[config.mk]
export PLATFORM = sky130hd
export DESIGN_NAME = iir_filter_param
export DESIGN_NICKNAME = d
export VERILOG_FILES = /design/src/rtl/iir_filter_param.sv
export SDC_FILE = /design/constraint.sdc
export NUM_CORES = 1
export LEC_CHECK = 0
export CAP_MARGIN = 40
export CORE_ASPECT_RATIO = 0.6
export CORE_MARGIN = 2
export CORE_UTILIZATION = 45
export CTS_CLUSTER_SIZE = 40
export DETAILED_ROUTE_END_ITERATION = 12
export GPL_TIMING_DRIVEN = 0
export PLACE_DENSITY = 0.62
export SKIP_CTS_REPAIR_TIMING = 1
export SYNTH_ARGS = -nofsm -noshare
export SYNTH_HDL_FRONTEND = slang
export SYNTH_SLANG_ARGS = --single-unit
export TNS_END_PERCENT = 100
[constraint.sdc]
create_clock -name CLK -period 18.8 [get_ports CLK]
set_input_delay 1.88 -clock CLK [delete_from_list [all_inputs] [get_ports CLK]]
set_output_delay 1.88 -clock CLK [all_outputs]
set_load 0.02 [all_outputs]
[src/rtl/iir_filter_param.sv]
// iir_filter_param: 1st/2nd order direct-form-I IIR filter.
// Full-precision accumulate, floor shift, saturation, sticky overflow.
module iir_filter_param #(
  parameter int WIDTH = 12,
  parameter int FRAC  = 11,
  parameter int ORDER = 1
) (
  input  logic                    CLK,
  input  logic                    RST,
  input  logic signed [WIDTH-1:0] DIN,
  input  logic                    VIN,
  input  logic signed [WIDTH-1:0] b0,
  input  logic signed [WIDTH-1:0] b1,
  input  logic signed [WIDTH-1:0] b2,
  input  logic signed [WIDTH-1:0] a1,
  input  logic signed [WIDTH-1:0] a2,
  input  logic                    COEF_LD,
  input  logic                    CLR,
  output logic signed [WIDTH-1:0] DOUT,
  output logic                    VOUT,
  output logic                    OVF
);
  localparam int PW  = 2 * WIDTH;
  localparam int ACC = 2 * WIDTH + 3;
  localparam logic signed [ACC-1:0] MAXV =
    $signed({{(ACC-WIDTH+1){1'b0}}, {(WIDTH-1){1'b1}}});
  localparam logic signed [ACC-1:0] MINV = ~MAXV;

  logic signed [WIDTH-1:0] c_b0, c_b1, c_b2, c_a1, c_a2;
  logic signed [WIDTH-1:0] x1, x2, y1, y2;
  logic signed [PW-1:0]    p_b0, p_b1, p_b2, p_a1, p_a2;
  logic signed [ACC-1:0]   t_b2, t_a2;
  logic signed [ACC-1:0]   sum, shifted;
  logic signed [WIDTH-1:0] y_sat;
  logic                    ovr;

  function automatic logic signed [PW-1:0] sxw(
    input logic signed [WIDTH-1:0] v);
    return $signed({{WIDTH{v[WIDTH-1]}}, v});
  endfunction

  function automatic logic signed [ACC-1:0] sxa(
    input logic signed [PW-1:0] v);
    return $signed({{3{v[PW-1]}}, v});
  endfunction

  assign p_b0 = sxw(c_b0) * sxw(DIN);
  assign p_b1 = sxw(c_b1) * sxw(x1);
  assign p_b2 = sxw(c_b2) * sxw(x2);
  assign p_a1 = sxw(c_a1) * sxw(y1);
  assign p_a2 = sxw(c_a2) * sxw(y2);

  assign t_b2 = (ORDER == 2) ? sxa(p_b2) : '0;
  assign t_a2 = (ORDER == 2) ? sxa(p_a2) : '0;

  assign sum = sxa(p_b0) + sxa(p_b1) + t_b2
             - sxa(p_a1) - t_a2;
  assign shifted = sum >>> FRAC;

  // clamp the floored sum into the output range
  always_comb begin
    y_sat = shifted[WIDTH-1:0];
    ovr   = 1'b0;
    if (shifted > MAXV) begin
      y_sat = MAXV[WIDTH-1:0];
      ovr   = 1'b1;
    end else if (shifted < MINV) begin
      y_sat = MINV[WIDTH-1:0];
      ovr   = 1'b1;
    end
  end

  // coefficient shadow copy, refreshed only on COEF_LD
  always_ff @(posedge CLK or posedge RST) begin
    if (RST) begin
      c_b0 <= '0;
      c_b1 <= '0;
      c_b2 <= '0;
      c_a1 <= '0;
      c_a2 <= '0;
    end else if (COEF_LD) begin
      c_b0 <= b0;
      c_b1 <= b1;
      c_a1 <= a1;
      c_b2 <= (ORDER == 2) ? b2 : '0;
      c_a2 <= (ORDER == 2) ? a2 : '0;
    end
  end

  // delay lines and sticky overflow; CLR overrides the shift
  always_ff @(posedge CLK or posedge RST) begin
    if (RST) begin
      x1  <= '0;
      x2  <= '0;
      y1  <= '0;
      y2  <= '0;
      OVF <= 1'b0;
    end else begin
      if (VIN) begin
        x1 <= DIN;
        x2 <= x1;
        y1 <= y_sat;
        y2 <= y1;
        if (ovr) OVF <= 1'b1;
      end
      if (CLR) begin
        x1  <= '0;
        x2  <= '0;
        y1  <= '0;
        y2  <= '0;
        OVF <= 1'b0;
      end
    end
  end

  // registered output; DOUT holds between samples
  always_ff @(posedge CLK or posedge RST) begin
    if (RST) begin
      DOUT <= '0;
      VOUT <= 1'b0;
    end else begin
      VOUT <= VIN;
      if (VIN) DOUT <= y_sat;
    end
  end
endmodule

-- Yosys cells after proc, flatten, opt, wreduce, memory -nomap -nowiden
Index checks and enable logic that the tools add are counted.
Widths: inputs -> output; s select.
- output and inout port bits: 14
- flip-flop bits (word level): 74
- $mul: 3
- magnitude comparators: 2
- $add $sub $neg: 2
- muxes and demuxes: 11
- reduce and logical (&&, ||, !) cells: 3
- operators with widths (kind ; number):
    $mul 12x12->24 ; 3
    $mux 12 ; 6
    $sub 25x24->26 ; 1
    $add 24x24->25 ; 1
    $gt 15x12->1 const B ; 1
    $lt 15x12->1 const B ; 1
    $mux 1 ; 5
    $reduce_bool 2->1 ; 2
    $reduce_and 2->1 ; 1

-- Longest topological paths before layout
Gate-level depths: netlist (run 1).
- depth in word-level cells: 9
- mapped depth: 28
- mapped depth without buffers: 27

-- Least setup slack after synthesis (run 1)
No wires, ideal clock.
- path kind: in2reg
- start point: input DIN[1]
- end point: register y1[2]
- cell stages on the path: 26
- buffers on the path: 2
- data arrival time: 8.941 ns
- slack: 9.771 ns
- required time: 18.712 ns
- path through: clkbuf_1 nand2_1 inv_1 fa_1 fa_1 fa_1 inv_1 fa_1 fa_1 inv_1 fa_1 fa_1 inv_1 fa_1 inv_1 ha_1 a211oi_1 nor2_1 a221o_1 or3_1 o21ai_2 xor2_2 o311ai_4 buf_6 nand2_2 a211oi_2
- cells in the longest elaborated chain, start to end: 8
- elaborated cells on any way between the ends: 9
- RTL lines (item ; RTL line ; text):
    start: declaration ; 10 ; input logic signed [WIDTH-1:0] DIN,
    $mul 12x12->24 * ; 47 ; assign p_b0 = sxw(c_b0) * sxw(DIN);
    $add 24x24->25 * ; 56 ; assign sum = sxa(p_b0) + sxa(p_b1) + t_b2
    $sub 25x24->26 * ; 57 ; - sxa(p_a1) - t_a2;
    $lt 15x12->1 ; 67 ; end else if (shifted < MINV) begin
    $mux 12 ; 67 ;
    $mux 12 * ; 64 ; if (shifted > MAXV) begin
    $mux 12 * ; 99 ; if (VIN) begin
    $mux 12 * ; 106 ; if (CLR) begin
    end signal: assignment ; 102 ; y1 <= y_sat;
    end: declaration ; 30 ; logic signed [WIDTH-1:0] x1, x2, y1, y2;
Every way passes the cells marked *; elsewhere a longest branch is shown, timed or not. The select of a mux whose other input is x is not followed.
A chain may end at the register's enable or synchronous reset.

-- Worst setup path after layout (run 1)
- start point: input DIN[8]
- end point: register y1[8]
The elaborated chain is that of the path after synthesis.

==> impl_table.tex, run 1 <==
\begin{tabular}{lr}
\hline
Metric & Value \\
\hline
\multicolumn{2}{l}{\textbf{Run status}} \\
Result of the run & finished, final reports clean \\
\multicolumn{2}{l}{\textbf{Global route}} \\
Global routing usage summed across all routing layers & 26.3\% \\
Global-route wire length before repair & 91.9 mm \\
Total congestion overflow after global routing & 0 \\
Pin count of the biggest net entering global routing & 41 \\
Vias in the first global route & 15300 \\
Most used routing layer & met1 \\
Met1 demand-to-capacity share in global routing & 39.3\% \\
Grt met3 use & 11.6\% \\
Number of antenna violations at the first check in global routing & 0 \\
Met2 usage in global routing & 35.8\% \\
\multicolumn{2}{l}{\textbf{STA}} \\
Final count of negative-setup-slack endpoints & 0 \\
Final worst-path cycle share & 55.0\% \\
Fin. Hold Viols & 0 \\
Final period demand of the worst path & 10340 ps \\
Number of slew-limit violations in the final report & 0 \\
Slew Limit Headroom & 49.7\% \\
Setup repair after global routing missed its margin & no \\
Maximum clock rate & 0.0967 GHz \\
Actual slew at the worst max-slew pin & 755 ps \\
Final total negative setup slack & 0 ps \\
Clock Skew & 17.7 ps \\
\multicolumn{2}{l}{\textbf{Route}} \\
Routed length per instance & 20.9 um \\
Post-DRT Antenna Nets & 0 \\
Count of routing violations after the opening detailed-route iteration & 918 \\
Number of detailed-route iterations in the first pass & 5 \\
Ratio of routed vias to standard cells & 5.02 \\
Via count & 13800 \\
DRC viols & 0 \\
Routed wire length & 57.4 mm \\
\multicolumn{2}{l}{\textbf{Synth}} \\
Number of warning messages in the yosys log & 0 \\
Synth async-reset ratio & 100\% \\
Gate count of the mapped netlist & 2080 \\
Count of flip-flops with a built-in enable after synthesis & 0 \\
Synthesized flop and latch total & 74 \\
Most used flip-flop cell after synthesis & dfrtp\_1 \\
Cell area after synthesis & 20600 um2 \\
Number of distinct library cell variants in the gate-level netlist after synthesis & 66 \\
Post-Synthesis Net Count & 2818 \\
Sequential element share of the synthesized area & 8.99\% \\
Average footprint of a synthesized cell & 9.91 um2 \\
\multicolumn{2}{l}{\textbf{Final layout}} \\
Syn-to-layout area delta & 8.80\% \\
Ant. Diodes & 0 \\
Fillers & 4211 \\
Design Area, Final & 22400 um2 \\
Area occupied by registers & 1850 um2 \\
Commonest cells after routing, fill and taps aside & inv\_1, fa\_1, nand2\_1, and2\_1, ha\_1 \\
Total Nets Final & 2899 \\
Multi-input gate area & 16300 um2 \\
Share of cells above drive strength 1 & 4.52\% \\
Most frequent standard cell in the layout excluding fill and tap cells & inv\_1 \\
\multicolumn{2}{l}{\textbf{Die}} \\
Starting density of the core & 45.8\% \\
Count of standard-cell rows & 60 \\
Full die area & 47600 um2 \\
Die boundary width & 280 um \\
I/O Pins & 91 \\
DIE HEIGHT & 170 um \\
Core area & 45000 um2 \\
\multicolumn{2}{l}{\textbf{Min path}} \\
Hold/Removal Path Class & reg -> reg \\
\multicolumn{2}{l}{\textbf{Clock tree}} \\
Maximum level of the CTS H-tree & 3 \\
CTS tree & built \\
Clock latency at the later pin of the worst-skew pair & 390 ps \\
CTS Root Cell & clkbuf\_16 \\
TritonCTS buffer count & 9 \\
Clock transition at the registers of the reported paths & 60 ps \\
Number of sinks handled by clock tree synthesis & 74 \\
Buffer levels on the longest clock path & 2 \\
\multicolumn{2}{l}{\textbf{Placed design}} \\
Routability cong. & 0.928 \\
Placement-stage cell area & 22100 um2 \\
Final HPWL from detailed placement & 51.4 mm \\
Port Buffer Count & 64 \\
\multicolumn{2}{l}{\textbf{Setup path}} \\
Most frequent CP cell & fa\_1 \\
Largest stage delay on the critical path & 830 ps \\
Critical-path cell with the highest stage delay & clkdlybuf4s50\_1 \\
Worst setup path category & in -> reg \\
Critical path arrival & 10640 ps \\
Crit path required time & 19100 ps \\
Endpoint class of the critical path & flop \\
Worst Setup Start Kind & input pin \\
Buffers plus inverters on the worst setup path & 7 \\
Family with the most delay on the worst path & adder cells \\
Largest fanout of any net on the critical path & 10 \\
\multicolumn{2}{l}{\textbf{Flow run}} \\
Number of max-cap violations & 0 \\
\hline
\end{tabular}
## cells in the mapped netlist, drive strengths merged (4+ instances only)
library cell | count | area (um2)
nand2b | 8 | 50.1
nor2 | 61 | 236
a21o | 9 | 68.8
mux2 | 37 | 417
ha | 132 | 1650
fa | 529 | 10600
dfrtp | 74 | 1850
o21ai | 12 | 63.8
buf | 7 | 57.6
inv | 570 | 2140
a21oi | 27 | 139
nor3 | 5 | 25.0
nor2b | 13 | 81.3
nand4 | 4 | 25.0
clkbuf | 77 | 289
xor2 | 6 | 60.1
nand3 | 5 | 25.0
mux2i | 12 | 120
xnor2 | 27 | 282
nand2 | 276 | 1050
o211ai | 4 | 40.0
a211oi | 12 | 140
and2 | 142 | 892
## tightest hold or removal path, stage by stage, from the launching register on
cell and delay [ps]:
dfrtp_1 350, nand2b_1 80, o41ai_2 50
## logic make-up after synthesis
kind of cell,after synthesis,share of synthesized area (%)
buf+inv,655,12.1
flops,74,8.99
xor+xnor,33,1.66
mux,49,2.61
other cells,1,0.0182
compound gates,81,3.18
simple gates,526,12.1
fa+ha+maj,661,59.4
## layer usage
| metal | vias up | routed length, um |
|---|---|---|
| met2 | 474 | 22700 |
| met1 | 7187 | 26900 |
| met4 | 0 | 631 |
| met3 | 38 | 7240 |
| met5 | - | 0 |
| li1 | 6125 | - |
## flip-flops by register name, summed over array words and instances (netlist names)
register,flops
c_a1,12
x1,12
VOUT,1
DOUT,12
y1,12
OVF,1
c_b0,12
c_b1,12
## cell type report
type                       instances  share of cell area (%)
sequential                        74                    8.26
buffer                            84                    1.55
clock buffer                      12                    1.10
clock inverter                     4                   0.441
tap                              589                    3.29
timing repair buffer              70                    3.25
multi-input combinational       1351                    72.5
inverter                         571                    9.57
## through the flow
step	cells	hold WS (ps)	worst slack (ps)	utilization [%]
finish	2755	503	8460	49.9
CTS	2755	515	8540	49.9
global placement	2733	511	8230	48.9
global route	2755	542	8030	49.9
detailed placement	2739	493	8170	49.1
floorplan	2080	507	9770	-
## worst paths after layout
| kind | start | endpoint | slack (ps) | cells after the start |
|---|---|---|---|---|
| min in group asynchronous | RST | c_a1[8] | 1890 | 2 |
| worst max register to register | c_b0[11] | y1[3] | 10030 | 25 |
| worst max-delay path | DIN[8] | y1[8] | 8460 | 26 |
| max in group asynchronous | RST | VOUT | 16240 | 3 |
| worst min-delay path | OVF | OVF | 500 | 2 |
| worst min register to register | OVF | OVF | 500 | 2 |
Power of run 1 is left out: the tool's default activity adds up to more than one toggle a clock period on the data nets, which glitch-free logic cannot reach.
==> run 2, diff against run 1 <==
Clock period 18.8 ns to 9.9 ns, I/O delays scaled along.
==> results of run 2 <==
The final DEF is identical to that of run 1. Status: finished, final reports clean.
Main changes from that run: setup slack after placement 8170 ps -> 156 ps; setup slack after layout 8460 ps -> 448 ps; register-to-register setup slack 10030 ps -> 1130 ps
Power of run 2 is left out for the same reason.
